===== config.mk =====
export PLATFORM = sky130hd
export DESIGN_NAME = memory
export DESIGN_NICKNAME = d
export VERILOG_FILES = /design/src/rtl/memory_pkg.sv /design/src/rtl/memory_memalign.sv /design/src/rtl/memory.sv
export SDC_FILE = /design/constraint.sdc
export NUM_CORES = 1
export LEC_CHECK = 0
export ABC_AREA = 0
export BUFFER_PORTS_ARGS = -buffer_cell sky130_fd_sc_hd__buf_2
export CORE_AREA = 2 2 300 302
export DETAILED_ROUTE_END_ITERATION = 10
export DIE_AREA = 0 0 302 304
export GPL_ROUTABILITY_DRIVEN = 0
export GPL_TIMING_DRIVEN = 0
export PLACE_DENSITY = 0.57
export SYNTH_ARGS = -nofsm -noshare
export SYNTH_HDL_FRONTEND = slang
export SYNTH_HIERARCHICAL = 1
export SYNTH_SLANG_ARGS = --single-unit

===== constraint.sdc =====
create_clock -name clk -period 4.8 [get_ports clk]
set_clock_uncertainty 0.15 [all_clocks]
set_input_delay 0.24 -clock clk [delete_from_list [all_inputs] [get_ports clk]]
set_output_delay 0.24 -clock clk [all_outputs]
set_load 0.03 [all_outputs]

===== src/rtl/memory_pkg.sv =====
// Shared types for the memory-access stage: execute/memory bundles, data-bus
// request/response, access sizes and error codes.
package memory_pkg;

  typedef enum logic [1:0] {MSIZE1, MSIZE2, MSIZE4, MSIZE8} msize_t;
  typedef enum logic [1:0] {OP_ALU, OP_LOAD, OP_STORE, OP_CSR} op_t;
  typedef enum logic [1:0] {IDLE, WAIT, DRAIN} mstate_t;

  localparam logic [3:0] ERR_NONE     = 4'd0;
  localparam logic [3:0] ERR_MISALIGN = 4'd4;

  typedef struct packed {
    op_t        op;
    msize_t     msize;
    logic       msign;
    logic       regwrite;
  } ctl_t;

  typedef struct packed {
    logic        valid;
    logic [63:0] pc;
    logic [31:0] instr;
    ctl_t        ctl;
    logic [4:0]  dst;
    logic [63:0] rd2;
    logic [63:0] result;
    logic [63:0] csr;
    logic [11:0] csrdst;
    logic [3:0]  error;
  } excute_data_t;

  typedef struct packed {
    logic        valid;
    logic [63:0] pc;
    logic [31:0] instr;
    ctl_t        ctl;
    logic [4:0]  dst;
    logic [63:0] result;
    logic [63:0] csr;
    logic [11:0] csrdst;
    logic [3:0]  error;
  } memory_data_t;

  typedef struct packed {
    logic        valid;
    logic [63:0] addr;
    msize_t      size;
    logic [7:0]  strobe;
    logic [63:0] data;
  } dbus_req_t;

  typedef struct packed {
    logic        data_ok;
    logic [63:0] data;
  } dbus_resp_t;

  function automatic logic [7:0] size_mask(msize_t s);
    case (s)
      MSIZE1:  return 8'h01;
      MSIZE2:  return 8'h03;
      MSIZE4:  return 8'h0f;
      default: return 8'hff;
    endcase
  endfunction

endpackage


===== src/rtl/memory_memalign.sv =====
// Byte-lane steering for the data bus: store strobe/data placement, alignment
// check, and load lane extraction with sign/zero extension.
module memalign
  import memory_pkg::*;
(
  input  logic [2:0]  addr,
  input  msize_t      size,
  input  logic        sign,
  input  logic [63:0] wdata,
  input  logic [63:0] rdata,
  output logic [7:0]  strobe,
  output logic [63:0] wdata_sh,
  output logic        misalign,
  output logic [63:0] rdata_ext
);

  logic [5:0]  bit_off;
  logic [63:0] lane;

  assign bit_off  = {addr, 3'b000};
  assign strobe   = size_mask(size) << addr;
  assign wdata_sh = wdata << bit_off;
  assign lane     = rdata >> bit_off;

  always_comb begin
    case (size)
      MSIZE1:  misalign = 1'b0;
      MSIZE2:  misalign = addr[0];
      MSIZE4:  misalign = |addr[1:0];
      default: misalign = |addr;
    endcase
  end

  always_comb begin
    case (size)
      MSIZE1:  rdata_ext = sign ? {{56{lane[7]}},  lane[7:0]}  : {56'b0, lane[7:0]};
      MSIZE2:  rdata_ext = sign ? {{48{lane[15]}}, lane[15:0]} : {48'b0, lane[15:0]};
      MSIZE4:  rdata_ext = sign ? {{32{lane[31]}}, lane[31:0]} : {32'b0, lane[31:0]};
      default: rdata_ext = lane;
    endcase
  end

endmodule


===== src/rtl/memory.sv =====
// Memory-access stage: issues loads/stores on the data bus, stalls execute
// while a transaction is outstanding, and registers the bundle for writeback.
module memory
  import memory_pkg::*;
(
  input  logic         clk,
  input  logic         reset,
  input  logic         flushem,
  input  excute_data_t dataE,
  output dbus_req_t    dreq,
  input  dbus_resp_t   dresp,
  output memory_data_t dataM,
  output logic         stopm
);

  mstate_t      state;
  dbus_req_t    req_q;
  logic         req_sign;
  memory_data_t m_next;

  logic         is_mem, is_load, is_store, issue, done, bad;
  logic [2:0]   a_addr;
  msize_t       a_size;
  logic         a_sign;
  logic [7:0]   strobe;
  logic [63:0]  wdata_sh, rdata_ext;
  logic         misalign;

  assign is_load  = dataE.valid && (dataE.ctl.op == OP_LOAD);
  assign is_store = dataE.valid && (dataE.ctl.op == OP_STORE);
  assign is_mem   = is_load || is_store;

  // Outside IDLE the in-flight request owns the lane logic so load data is
  // extracted with the address/size that actually went out on the bus.
  assign a_addr = (state == IDLE) ? dataE.result[2:0] : req_q.addr[2:0];
  assign a_size = (state == IDLE) ? dataE.ctl.msize   : req_q.size;
  assign a_sign = (state == IDLE) ? dataE.ctl.msign   : req_sign;

  memalign u_align (
    .addr      (a_addr),
    .size      (a_size),
    .sign      (a_sign),
    .wdata     (dataE.rd2),
    .rdata     (dresp.data),
    .strobe    (strobe),
    .wdata_sh  (wdata_sh),
    .misalign  (misalign),
    .rdata_ext (rdata_ext)
  );

  // Gating with reset keeps the bus quiet while the core is held in reset.
  assign bad   = (state == IDLE) && is_mem && misalign;
  assign issue = reset && (state == IDLE) && is_mem && !misalign;
  assign done  = dresp.data_ok && (issue || state == WAIT);
  assign stopm = (issue && !dresp.data_ok)
              || (state == WAIT && !dresp.data_ok)
              || (state == DRAIN && is_mem);

  always_comb begin
    dreq = req_q;
    if (state == IDLE) begin
      dreq = '0;
      if (issue) begin
        dreq.valid  = 1'b1;
        dreq.addr   = dataE.result;
        dreq.size   = dataE.ctl.msize;
        dreq.strobe = is_store ? strobe   : 8'h00;
        dreq.data   = is_store ? wdata_sh : 64'h0;
      end
    end
  end

  always_comb begin
    m_next        = '0;
    m_next.valid  = dataE.valid;
    m_next.pc     = dataE.pc;
    m_next.instr  = dataE.instr;
    m_next.ctl    = dataE.ctl;
    m_next.dst    = dataE.dst;
    m_next.csr    = dataE.csr;
    m_next.csrdst = dataE.csrdst;
    m_next.result = (is_load && done) ? rdata_ext : dataE.result;
    if (dataE.error != ERR_NONE) m_next.error = dataE.error;
    else if (bad)                m_next.error = ERR_MISALIGN;
    else                         m_next.error = ERR_NONE;
  end

  always_ff @(posedge clk or negedge reset) begin
    if (!reset) begin
      state    <= IDLE;
      req_q    <= '0;
      req_sign <= 1'b0;
      dataM    <= '0;
    end else begin
      case (state)
        IDLE: if (issue) begin
          req_q    <= dreq;
          req_sign <= dataE.ctl.msign;
          if (!dresp.data_ok) state <= flushem ? DRAIN : WAIT;
        end
        WAIT: begin
          if (dresp.data_ok) state <= IDLE;
          else if (flushem)  state <= DRAIN;
        end
        DRAIN: if (dresp.data_ok) state <= IDLE;
        default: state <= IDLE;
      endcase
      if (!stopm)  dataM       <= m_next;
      if (flushem) dataM.valid <= 1'b0;
    end
  end

endmodule


# --- Yosys cells after proc, flatten, opt, wreduce, memory -nomap -nowiden ---
# Cells that the tools add are included.
classes:
  n_addsub: 0
  n_mul: 0
  div: 0
  n_lt_le_gt_ge: 0
  eq_ne: 11
  shifts: 3
  n_mux: 25
  n_bitwise: 0
  n_reduce_logical: 25
ops:
  columns: ["cell", "n"]
  rows:
  - ["64-bit 2-to-1 mux", 5]
  - ["139-bit 2-to-1 mux", 2]
  - ["252-bit 2-to-1 mux", 1]
  - ["64-bit one-hot mux with 3 select lines", 1]
  - ["64-bit by 6-bit << shifter with 64-bit output", 1]
  - ["64-bit by 6-bit right shift with 64-bit output", 1]
  - ["8-bit one-hot mux with 3 select lines", 1]
  - ["2-bit 2-to-1 mux", 7]
  - ["1-bit logical AND", 12]
  - ["8-bit 2-to-1 mux", 1]
  - ["2-bit inequality test, second input constant", 4]
  - ["8-bit by 3-bit << shifter with 8-bit output", 1]
  - ["2-bit by 1-bit equality test with 1-bit output, second input constant", 3]
  - ["2-bit equality test, second input constant", 3]
  - ["3-bit 2-to-1 mux", 2]
  - ["2-bit one-hot mux with 3 select lines", 1]
  - ["2-bit zero test", 2]
  - ["1-bit logical OR", 4]
  - ["4-bit 2-to-1 mux", 1]
  - ["4-bit AND reduction", 1]
  - ["4-bit nonzero test", 1]
  - ["3-bit inequality test, second input constant", 1]
  - ["1-bit one-hot mux with 3 select lines", 1]
  - ["3-bit OR reduction", 1]
  - ["other kinds (4)", 6]
totals:
  register_bits: 394
  latch_bits: 0
  ram_bits: 0
  mem_bits_ro: 0
  in_bits: 384
  output_inout_bits: 392
  wordCells: 83
  memories: 0

# --- Depth between registers and ports, before layout ---
depth:
  depth_word: 12
  mapped_depth: 21
  mapped_depth_nobuf: 9

# --- Modules after synthesis ---
# The synthesis kept the hierarchy.
modules_own_cells:
  columns: ["mod", "n_inst", "cells_per_inst", "area_per_inst_um2", "seq_area_each_um2"]
  rows:
  - ["memory", 1, 1485, 17837.1, 9859.5]
  - ["memalign", 1, 601, 4544.4, 0.0]

# --- Worst setup path before layout ---
# No wires, ideal clock.
synth_path:
  kind: "reg2reg"
  startpoint: "register state[1]"
  endpoint: "register dataM[0] (netlist name)"
  setup_ns: 0.125
  t_arrival_ns: 3.988
  t_required_ns: 4.525
  path_slack_ns: 0.537
  stages_incl_launch_ff: 22
  n_path_buf: 12
  period_less_slack_ns: 4.263
  cell_sequence: "dfrtp_1 buf_2 or2_2 clkbuf_1 clkbuf_1 clkbuf_1 nand2_1 nand2_1 buf_6 buf_6 buf_2 buf_2 buf_2 a21oi_1 o21ai_0 nand3b_1 nor4_4 or2_1 buf_6 buf_12 buf_12 mux2_4"
synth_via:
  elab_chain_len: 9
  elab_cells_between_ends: 20
  classes_between: "4 x eq/ne; 3 x mux; 13 x reduce/logical"
synth_lines:
  columns: ["item", "line_no", "source"]
  rows:
  - ["start: declaration", "memory.sv:16", "mstate_t state;"]
  - ["start signal: assignment", "memory.sv:99", "if (!dresp.data_ok) state <= flushem ? DRAIN : WAIT;"]
  - ["2-bit zero test *", "memory.sv:35", "assign a_addr = (state == IDLE) ? dataE.result[2:0] : req_q.addr[2:0];"]
  - ["3-bit 2-to-1 mux *", "memory.sv:35", null]
  - ["named net a_addr[1]", "memory.sv:22", "logic [2:0] a_addr;"]
  - ["3-bit OR reduction or 2-bit OR reduction (tied branches)", "memory_memalign.sv:30, memory_memalign.sv:29", null]
  - ["1-bit one-hot mux with 3 select lines *", "memory_memalign.sv:26", "case (size)"]
  - ["named net misalign", "memory.sv:27", "logic misalign;"]
  - ["1-bit zero test *", "memory.sv:53", "assign issue = reset && (state == IDLE) && is_mem && !misalign;"]
  - ["1-bit logical AND *", "memory.sv:53", null]
  - ["1-bit logical AND *", "memory.sv:55", "assign stopm = (issue && !dresp.data_ok)"]
  - ["1-bit logical OR *", "memory.sv:56", "|| (state == WAIT && !dresp.data_ok)"]
  - ["1-bit logical OR *", "memory.sv:57", "|| (state == DRAIN && is_mem);"]
  - ["end signal: assignment", "memory.sv:108", "if (!stopm) dataM <= m_next;"]
  - ["end: declaration", "memory.sv:12", "output memory_data_t dataM,"]
# The timed path passes the listed nets; every way through them passes the cells marked *.
# A chain may end at the register's enable or synchronous reset.

==> metrics <==
Die W 302 um; Max IR drop VDD about 260 uV; CP Depth 13; # IOs approximately 780; post-route setup slack 142 ps; post-synth top area cell dfrtp_1; Worst-path clk slew roughly 70 ps; final setup fails 0; Critical Path Max Stage Delay between 400 and 500 ps; Worst R2R Start state[1]$_DFFE_PN0P_; Routed Antenna Nets 0; Slew headroom 0.269; Final Cell Area around 33000 sq um; Gate power share 0.269; Psw 3.67 mW; worst-margin pin slew around 1100 ps; drt via density 5.02; synth cell count leaders 420 x nand2_1, 394 x dfrtp_1, 164 x mux2_4; Worst-Skew Late Latency about 600 ps; Placed Area about 28000 sq um; status completed; WS Path Type reg -> out; cells after synthesis 2086; DRT Wirelength around 110000 um; fmax approximately 210 MHz; final hold violation count 0; Switching Share 0.331; minimum clock period ~4700 ps; TritonCTS clock tree built; NumNets Final 3571; Clock Sinks between 300 and 400; CP Cell Sequence buf_12 > nor2_2 > nand2_1 > nand2_1 > buf_4 > buf_2 > buf_2 > buf_2 > nor2_1 > a21oi_1 > mux2i_1 > a22o_4 > buf_6; Core ar. 89000 sq um; Filler Cell Count roughly 9000; met1 usage 0.275; worst min-delay path class in -> reg; CTS buffer count 48; ys async rst share 1.00; most frequent CP cell buf_2; slowest stage cell on the critical path buf_2; Yosys top cell area share 0.441; GR Overflow Total 0; Mapped Avg Cell Area between 10 and 15 sq um; GRT Overall Usage 0.226; cell family with most CP delay buffers and inverters; crit path buf inv count 6; Seq/Total Area, Yosys 0.441; GR Util met3 0.0539; top area cells in the synthesized netlist dfrtp_1 44%, mux2_4 11%, nand2_1 7.0%; clock buffer depth 3; Synth Flop Type dfrtp_1; CP startpoint state[1]$_DFFE_PN0P_; Post-Synthesis Net Count between 2000 and 2500; flops & latches, synth about 390; final worst-path cycle share 0.970; pwr/cell area around 330 nW/um^2; Clk Tree Root Cell clkbuf_16; site row count between 100 and 150; initial core utilization 0.251; die area 91800 sq um; share of layout cells above drive strength 1 0.410; initial antenna violation count 21; router iterations before antenna repair 5; pre-CTS WS -3570 ps; max cap viols 0; Hold Path Stages 3; area delta synth->final 48.0%; vias in the first global route 22500; Syn. warnings 6; Clk network pwr share 0.367; number of synthesized flops with an enable pin 0; Yosys cell types 64; Hold Crit Start dataE[315]; IO Port Bufs ~770; Routed WL per cell 24.4 um; global route hottest layer met2; Data required, critical path 4410 ps; crit path launch type flop; Die Y ~300 um; Post-Syn Area approximately 22000 sq um; DR iter-0 viols 1701; met2 Use GR 0.373; sequential share of power 0.364; r2r worst-path depth 18; Worst EP arrival 4270 ps; drt drc 0; Crit Path Max Fanout 10; dpl hpwl 82600 um; pin count of the biggest net entering global routing 114; Slew Limit Fails 0; internal power around 7.4 mW; leakage between 15 and 20 nW; vias 22100; RSZ-0062 raised after global routing yes; count leader, synth nand2_1; htree depth 2; first-pass GRT wire length 155000 um; CP Capture Type primary output
[stage by stage]
stage | power [mW] | cells | hold WS (ps) | util | TNS [ps]
6_report | 11.1 | 4412 | 59.3 | 0.372 | 0
5_1_grt | 11.6 | 4408 | 32.8 | 0.372 | -9.78
4_1_cts | 11.2 | 4401 | 4.22 | 0.370 | -26.3
3_5_place_dp | 6.79 | 4040 | 120 | 0.313 | -1386490
3_3_place_gp | 6.74 | 4036 | 281 | 0.311 | -5507530
2_1_floorplan | 5.69 | 2086 | -206 | - | 0
[worst paths after layout]
kind	end	slack (ps)
max in group asynchronous	dataM[77]$_DFFE_PN0N_	2870
worst max-delay path	dreq[49]	140
worst min register to register	req_q[138]$_DFFE_PN0P_	310
worst min-delay path	dataM[2]$_DFFE_PN0N_	60
min in group asynchronous	req_q[94]$_DFFE_PN0P_	70
worst max register to register	dataM[251]$_DFFE_PN0P_	250
[power by group through the flow]
stage               Combinational, mW  Sequential, mW  Clock, mW
global route                     3.17            4.09       4.32
global placement                 2.68            4.06          0
floorplan                        1.30            4.39          0
finish                           2.98            4.04       4.06
detailed placement               2.71            4.07          0
CTS                              2.95            4.03       4.19
[cell type report]
cell class,instances,area (sq um),share of cell area
flip-flops and latches,394,9860,0.298
multi-input cells,1489,11600,0.351
diodes,9,22.5,0.000680
repair buffers,1059,7010,0.212
inverters,3,11.3,0.000340
clock inverters,30,429,0.0130
plain buffers,192,1390,0.0418
well taps,1176,1470,0.0444
clock buffers,60,1320,0.0398
[worst reg2reg max path, stage by stage, from the launching register on]
cell and delay (ps):
dfrtp_1 400, buf_12 170, nor2_2 410, nand2_1 110, nand2_1 140, buf_4 210
buf_4 270, buf_8 250, o21ai_0 120, o21ai_1 130, buf_6 140, nand3b_1 180
buf_6 150, nor4_4 40, buf_4 190, clkbuf_1 250, or3b_2 520, a21oi_1 120
dlygate4sd3_1 550
[sequential cells by signal (all words and copies together), names as in the netlist]
name and count:
dataM 252, req_q 139, req_sign 1, state 2
[cell families (layout without fill, tap and decap cells)]
kind of cell | count (synthesis) | in the layout | synth area share
multiplexers | 360 | 360 | 0.210
buffers and inverters | 203 | 1344 | 0.0537
AO/OA/AOI/OAI | 545 | 545 | 0.175
flip-flops | 394 | 394 | 0.441
AND/OR/NAND/NOR | 582 | 582 | 0.119
other | 0 | 9 | 0
XOR/XNOR | 2 | 2 | 0.000783
[routing by layer]
layer	vias to the layer above	part of all wire
met5	-	0.0014
met4	24	0.054
met3	265	0.076
met2	1085	0.47
met1	10900	0.40
li1	9821	-
[timing repair]
item                                    CTS  global route
endpoints found under the setup margin  534           156
resized for setup                       161            33
pin swaps                                 8             3
gates cloned                              0             0
hold buffers                            268             0
buffers inserted                         10             3
endpoints found under the hold margin   410             0
[placed cells by master, fill, tap and decap left out, types with 8 or more instances in the layout]
cell type / n
mux2_2: 78
o21ai_2: 8
buf_12: 19
buf_8: 8
o21ai_0: 149
nand4_1: 18
mux4_2: 15
nand3_2: 16
mux2_4: 164
buf_2: 763
a221oi_1: 64
nand2_1: 419
diode_2: 9
clkinv_2: 11
and2_1: 9
o21a_1: 65
a22o_1: 117
buf_4: 45
nor2b_1: 16
a22o_4: 27
dfrtp_1: 394
o22ai_1: 16
o211ai_1: 8
o21ai_1: 17
a21oi_1: 24
clkbuf_16: 50
clkbuf_1: 86
mux2i_1: 102
bufinv_16: 9
buf_6: 51
o2bb2ai_1: 15
nor2_1: 57
nand4_2: 17
dlygate4sd3_1: 268
Note: power is estimated with default switching activity, not from simulation.
